[config.mk]
export PLATFORM = sky130hd
export DESIGN_NAME = mem_arbiter_2p
export DESIGN_NICKNAME = d
export VERILOG_FILES = /design/src/rtl/mem_if_pkg.sv /design/src/rtl/rr_arbiter2.sv /design/src/rtl/mem_arbiter_2p.sv
export SDC_FILE = /design/constraint.sdc
export NUM_CORES = 1
export LEC_CHECK = 0
export BUFFER_PORTS_ARGS = -buffer_cell sky130_fd_sc_hd__buf_2
export CORE_AREA = 2 2 335 337
export DETAILED_ROUTE_END_ITERATION = 8
export DIE_AREA = 0 0 337 339
export PLACE_DENSITY_LB_ADDON = 0.05
export SYNTH_ARGS = -nofsm -noshare
export SYNTH_HDL_FRONTEND = slang
export SYNTH_SLANG_ARGS = --single-unit
export TNS_END_PERCENT = 20
[constraint.sdc]
create_clock -name clk -period 15.45 [get_ports clk]
set_clock_uncertainty 0.05 [all_clocks]
set_input_delay 0.7725 -clock clk [delete_from_list [all_inputs] [get_ports clk]]
set_output_delay 0.7725 -clock clk [all_outputs]
set_load 0.01 [all_outputs]
[src/rtl/mem_if_pkg.sv]
`default_nettype none
// ============================================================================
//  Module      : mem_if_pkg
//  Description : Shared widths, FSM state and memory-op encodings for the
//                two-port cache-to-memory arbiter.
//  Revision    : 1.0 - initial release
// ============================================================================
package mem_if_pkg;

  localparam int unsigned c_ADDR_W = 28;
  localparam int unsigned c_DATA_W = 128;

  typedef enum logic [1:0] {
    ST_IDLE = 2'd0,
    ST_MEM  = 2'd1,
    ST_RESP = 2'd2
  } state_t;

  typedef enum logic {
    OP_RD = 1'b0,
    OP_WR = 1'b1
  } op_t;

endpackage
`default_nettype wire

[src/rtl/rr_arbiter2.sv]
`default_nettype none
// ============================================================================
//  Module      : rr_arbiter2
//  Description : Two-requester round-robin grant; a tie goes to the client
//                that did not win last time.
//  Revision    : 1.0 - initial release
// ============================================================================
module rr_arbiter2 (
  input  logic i_req0,
  input  logic i_req1,
  input  logic i_last_grant,
  output logic o_valid,
  output logic o_grant
);

  assign o_valid = i_req0 | i_req1;
  assign o_grant = (i_req0 & i_req1) ? ~i_last_grant : i_req1;

endmodule
`default_nettype wire

[src/rtl/mem_arbiter_2p.sv]
`default_nettype none
// ============================================================================
//  Module      : mem_arbiter_2p
//  Description : Serialises block reads/writes from an I-cache (port 0) and a
//                D-cache (port 1) onto one shared memory port, round-robin.
//  Revision    : 1.0 - initial release
// ============================================================================
module mem_arbiter_2p
  import mem_if_pkg::*;
#(
  parameter int unsigned ADDR_W = c_ADDR_W,
  parameter int unsigned DATA_W = c_DATA_W
) (
  input  logic              clk,
  input  logic              proc_reset,
  input  logic              c0_read,
  input  logic              c0_write,
  input  logic [ADDR_W-1:0] c0_addr,
  input  logic [DATA_W-1:0] c0_wdata,
  output logic [DATA_W-1:0] c0_rdata,
  output logic              c0_ready,
  input  logic              c1_read,
  input  logic              c1_write,
  input  logic [ADDR_W-1:0] c1_addr,
  input  logic [DATA_W-1:0] c1_wdata,
  output logic [DATA_W-1:0] c1_rdata,
  output logic              c1_ready,
  output logic              mem_read,
  output logic              mem_write,
  output logic [ADDR_W-1:0] mem_addr,
  output logic [DATA_W-1:0] mem_wdata,
  input  logic [DATA_W-1:0] mem_rdata,
  input  logic              mem_ready
);

  state_t            r_state;
  op_t               r_op;
  logic              r_owner;
  logic              r_last_grant;
  logic [ADDR_W-1:0] r_addr;
  logic [DATA_W-1:0] r_wdata;
  logic [DATA_W-1:0] r_rdata;
  logic              r_c0_ready;
  logic              r_c1_ready;

  logic w_req0;
  logic w_req1;
  logic w_grant_valid;
  logic w_grant;
  logic w_sel_write;
  logic w_in_mem;

  assign w_req0 = c0_read | c0_write;
  assign w_req1 = c1_read | c1_write;

  rr_arbiter2 u_arb (
    .i_req0      (w_req0),
    .i_req1      (w_req1),
    .i_last_grant(r_last_grant),
    .o_valid     (w_grant_valid),
    .o_grant     (w_grant)
  );

  // Write wins if a client illegally raises both read and write.
  assign w_sel_write = w_grant ? c1_write : c0_write;

  always_ff @(posedge clk or posedge proc_reset) begin
    if (proc_reset) begin
      r_state      <= ST_IDLE;
      r_op         <= OP_RD;
      r_owner      <= 1'b0;
      r_last_grant <= 1'b1;
      r_addr       <= '0;
      r_wdata      <= '0;
      r_rdata      <= '0;
      r_c0_ready   <= 1'b0;
      r_c1_ready   <= 1'b0;
    end else begin
      r_c0_ready <= 1'b0;
      r_c1_ready <= 1'b0;
      case (r_state)
        ST_IDLE: begin
          if (w_grant_valid) begin
            r_owner      <= w_grant;
            r_op         <= w_sel_write ? OP_WR : OP_RD;
            r_addr       <= w_grant ? c1_addr : c0_addr;
            r_wdata      <= w_grant ? c1_wdata : c0_wdata;
            r_last_grant <= w_grant;
            r_state      <= ST_MEM;
          end
        end
        ST_MEM: begin
          if (mem_ready) begin
            if (r_op == OP_RD) begin
              r_rdata <= mem_rdata;
            end
            r_c0_ready <= ~r_owner;
            r_c1_ready <= r_owner;
            r_state    <= ST_RESP;
          end
        end
        ST_RESP: begin
          // Owner's request drops off its ready, so nothing is sampled here.
          r_state <= ST_IDLE;
        end
        default: begin
          r_state <= ST_IDLE;
        end
      endcase
    end
  end

  // Request drops combinationally on mem_ready, matching the cache handshake.
  assign w_in_mem  = (r_state == ST_MEM);
  assign mem_read  = w_in_mem & (r_op == OP_RD) & ~mem_ready;
  assign mem_write = w_in_mem & (r_op == OP_WR) & ~mem_ready;
  assign mem_addr  = r_addr;
  assign mem_wdata = r_wdata;

  assign c0_ready = r_c0_ready;
  assign c1_ready = r_c1_ready;
  assign c0_rdata = r_rdata;
  assign c1_rdata = r_rdata;

endmodule
`default_nettype wire

# After elaboration in Yosys (flattened, before gate mapping)
# Cells that the tools add are included.
# totals
regBits,291
inputBits,447
output_inout_bits,416
wordCells,40
# op_classes
n_eq_ne,3
muxes,12
n_bitwise,12
n_reduce_logical,4
# op_table
operator,count
2-to-1 mux 128 bit,1
2-to-1 mux 28 bit,1
2-to-1 mux 1 bit,7
AND 1 bit,5
2-to-1 mux 2 bit,2
inverter 1 bit,4
one-hot mux 2 bit (2 select lines),1
AND reduction 2 bit,2
bitwise OR 1 bit,3
AND reduction 3 bit,1
equality test 2 x 1 -> 1 bit (second input constant),1
zero test 2 bit,1
inequality test 2 x 1 -> 1 bit (second input constant),1
inequality test 2 bit (second input constant),1

# Logic depth before layout (Yosys ltp)
# logic_depth
ltp_word,5
depth_mapped,6
mapped_depth_nobuf,3

# Hierarchy
# From an unflattened synthesis, not the netlist that was laid out.
# hier_totals
hier_cells,927
area_unflattened_um2,13795.7
# by_module_without_submodules
mod,instances,cells_each,area_each_um2,seq_area_each_um2
mem_arbiter_2p,1,925,13782.0,7283.2
rr_arbiter2,1,2,13.8,0.0

# Least setup slack after synthesis
# Ideal clock, no wire load.
# synth_path
path_kind,input -> output
startpoint,input port mem_ready
endpoint,output port mem_read
arrival_ns,1.406
required_ns,14.628
path_slack_ns,13.222
path_stages,2
path_buffers,0
path_cell_list,or3b_2 -> nor2_1
# synth_via
elab_chain_cells,2
# synth_lines
item,line_no,rtl
"start, declared",mem_arbiter_2p.sv:33,input logic mem_ready
inverter 1 bit,mem_arbiter_2p.sv:115,assign mem_read = w_in_mem & (r_op == OP_RD) & ~mem_ready;
AND 1 bit,mem_arbiter_2p.sv:115,
"end, declared",mem_arbiter_2p.sv:28,"output logic mem_read,"
# Every way passes these cells.

# Final worst setup path
# layout_path
startpoint,input port c0_read
endpoint,"register r_wdata[99], in the netlist mem_wdata[99]"
# layout_via
elab_chain_cells,4
elab_cells_between_ends,6
cone_classes,mux (2); bitwise (3); reduce/logical (1)
# layout_lines
item,line_no,rtl
"start, declared",mem_arbiter_2p.sv:16,"input logic c0_read,"
bitwise OR 1 bit (*),mem_arbiter_2p.sv:53,assign w_req0 = c0_read | c0_write;
AND 1 bit,rr_arbiter2.sv:17,assign o_grant = (i_req0 & i_req1) ? ~i_last_grant : i_req1;
2-to-1 mux 1 bit,rr_arbiter2.sv:17,
2-to-1 mux 128 bit,mem_arbiter_2p.sv:87,r_wdata <= w_grant ? c1_wdata : c0_wdata;
"end signal, assigned",mem_arbiter_2p.sv:87,
"end, declared",mem_arbiter_2p.sv:41,logic [DATA_W-1:0] r_wdata;
# Mark *: on every way between the ends. The rest lies on a longest branch, timed or not.
# A chain may end at the register's enable or synchronous reset.

==> impl_metrics.yaml <==
routing:
  drt-wirelength-per-cell_um: 22.7
  vias_per_cell: 3.91
  drc: 0
  wirelength_um: 76600
  dr_wl_met3_um: 7030
  met2WireLength_um: 38800
  firstDrtPassIters: 5
  wl_met1_um: 28300
  drtIter0Drc: 498
  highest_layer: "met5"
  vias: 13200
  drtAntennaViolNets: 0
worst_setup_path:
  cp_common_cell: "buf_4"
  crit_slowest_cell: "o21ai_4"
  required_ns: 15.90
  slowest_delay_ns: 0.92
  critPathMaxFanout: 69
  reg2reg_to: "mem_wdata[80]"
  crit_chain: "buf_2 -> o21ai_4 -> buf_4 -> buf_4 -> a311oi_1 -> a2bb2oi_1"
  end_kind: "flip-flop"
  cp.arrival_ns: 3.93
  r2r_start: "r_last_grant"
  rrSetupSlack_ns: 12.38
  criticalPathCategory: "input port to flip-flop"
  setup.worst_path.start_class: "input port"
  r2r_cells: 5
cts:
  cts_max_level: 2
  insertion_delay_ns: 0.59
  clk_path_buf_depth: 3
  ctsHoldBuffers: 0
  cts_tree: "yes"
  clkTransAtPathRegs_ns: 0.06
  cts.sinks: 291
  cts_resized: 0
  clock-root-buffer: "clkbuf_16"
  cts_buffers: 43
  post-cts-setup-buffers: 0
synthesis:
  syn_nets: 1624
  yosysWarnings: 0
  ys_types: 25
  synth_seq_area_share: 0.521
  post_synth.cell_area_avg_um2: 11.9
  netlist_instances: 1177
  ys_ff_latch: 291
  syn_area_um2: 14000
job:
  maxCapViolations: 0
sta:
  max_slew_margin: 0.111
  period_share: 0.225
  rsz0062_at_grt: "no"
  slew_violations: 0
  fin_setup_tns_ns: 0
  fmax_mhz: 288
  hold_slack_ns: 0.227
  hold_violations: 0
  setup_viol: 0
  tightest_slew_ns: 1.33
  period_minus_slack_ns: 3.48
power_and_ir_drop:
  power.internal_mw: 2.73
  pwr-share-comb: 0.469
  leakage_nw: 8.86
  p_per_area_nw_per_um2: 227
  p_clk_frac: 0.217
  netSwitchingFraction: 0.406
  p_switching_mw: 1.86
  sequentialPowerShare: 0.314
  worst_ir_drop_vdd_v: 0.000140
placed_design:
  port_buffers: 862
  gp_congestion: 0.732
  detailed_place_hpwl_um: 51900
  placed_cells: 3284
finish:
  area_delta_synth_final_pct: 44.5
  layout_common_cells: "862 x buf_2, 290 x dfrtp_1, 157 x o21ai_0, 156 x a311oi_1, 156 x a2bb2oi_1"
  mostFrequentLayoutCell: "buf_2"
  fin_cells: 3380
  nets: 2288
  final_core_util: 0.183
  post_route_cells_drive_above_1_share: 0.580
grt:
  grt_pass1_vias: 14000
  grt_pass1_wl_um: 107000
  grtUsageTotal: 0.128
  overflow: 0
  grt_max_degree: 157
  antenna_found_initial: 61
floorplanning:
  die_y_um: 339
  row_count: 122
  design.core.area_um2: 110000
  pin_count: 863
  fp.dieW_um: 337
  start_util: 0.127
  dieArea_um2: 114000
run_status:
  status: "completed"
worst_hold_path:
  hold_path_class: "input port to async pin"
[cell usage after synthesis]
master | number | area (µm²)
a311oi_1 | 156 | 1370
or2_2 | 2 | 12.5
clkbuf_1 | 58 | 218
nand3b_1 | 1 | 7.51
or2_1 | 1 | 6.26
nand2_1 | 3 | 11.3
o21ai_1 | 1 | 5.00
o2bb2ai_1 | 2 | 17.5
buf_4 | 135 | 1010
nor2_1 | 5 | 18.8
o21a_1 | 1 | 7.51
mux2_2 | 128 | 1440
buf_2 | 70 | 350
nor4_4 | 1 | 21.3
a2bb2oi_1 | 156 | 1370
or3b_2 | 1 | 8.76
o21ai_0 | 157 | 786
dfrtp_1 | 290 | 7260
a21oi_1 | 1 | 5.00
nor2_4 | 1 | 11.3
dfstp_2 | 1 | 26.3
nor3b_1 | 1 | 7.51
inv_1 | 3 | 11.3
and2_1 | 1 | 6.26
o31ai_1 | 1 | 7.51
[final cells by class]
| class | instances | area (µm²) |
|---|---|---|
| antenna | 20 | 50.0 |
| clock buffer | 62 | 1220 |
| clock inverter | 14 | 156 |
| fill | 12400 | 90100 |
| inverter | 3 | 18.8 |
| multi-input combinational | 620 | 5150 |
| sequential | 291 | 7280 |
| tap | 1488 | 1860 |
| timing repair buffer | 882 | 4480 |
[cell families (layout without fill, tap and decap cells)]
group / Yosys count / after routing / share of synthesized area
buf+inv: 266 / 961 / 0.114
flops: 291 / 291 / 0.521
simple gates: 17 / 17 / 0.00796
other cells: 0 / 20 / 0
mux: 128 / 128 / 0.103
compound gates: 475 / 475 / 0.255
[flip-flops by register name (all words and copies together) (netlist names)]
| name | count |
|---|---|
| c0_rdata | 128 |
| c0_ready | 1 |
| c1_ready | 1 |
| mem_addr | 28 |
| mem_wdata | 128 |
| r_last_grant | 1 |
| r_op | 1 |
| r_owner | 1 |
| r_state | 2 |
[worst max path at each step]
stage,start,endpoint,depth (start not counted)
final,c0_read,mem_wdata[99],6
after global routing,c0_read,mem_wdata[109],6
after CTS,c0_read,mem_wdata[99],6
after detailed placement,c0_read,mem_wdata[66],6
after global placement,c0_read,mem_wdata[112],6
after floorplan,proc_reset,c0_rdata[0],1
[metal layers]
metal,global-route usage,up-vias
met1,0.137,6575
met5,0,-
met3,0.0515,163
met2,0.227,614
li1,-,5791
met4,0.0438,62
[critical path, delay by kind of cell]
| kind | cells | cell delay [ns] |
|---|---|---|
| AO/OA/AOI/OAI | 3 | 1.34 |
| buffers and inverters | 3 | 1.74 |
[through the flow]
step | power, mW | worst slack (ns) | instance area, µm²
global placement | 3.69 | 11.27 | 18800
CTS | 4.72 | 11.95 | 20200
detailed placement | 3.67 | 11.30 | 18800
global route | 4.92 | 11.75 | 20200
floorplan | 2.83 | 6.60 | 14000
finish | 4.59 | 11.97 | 20200
[power groups by stage]
stage	sequential (mW)	combinational [mW]	clock [mW]
after floorplan	1.57	1.25	0
after global placement	1.47	2.22	0
after detailed placement	1.46	2.21	0
after CTS	1.46	2.21	1.06
after global routing	1.50	2.34	1.08
final	1.44	2.15	0.997
Power figures use the tool's default switching activity.
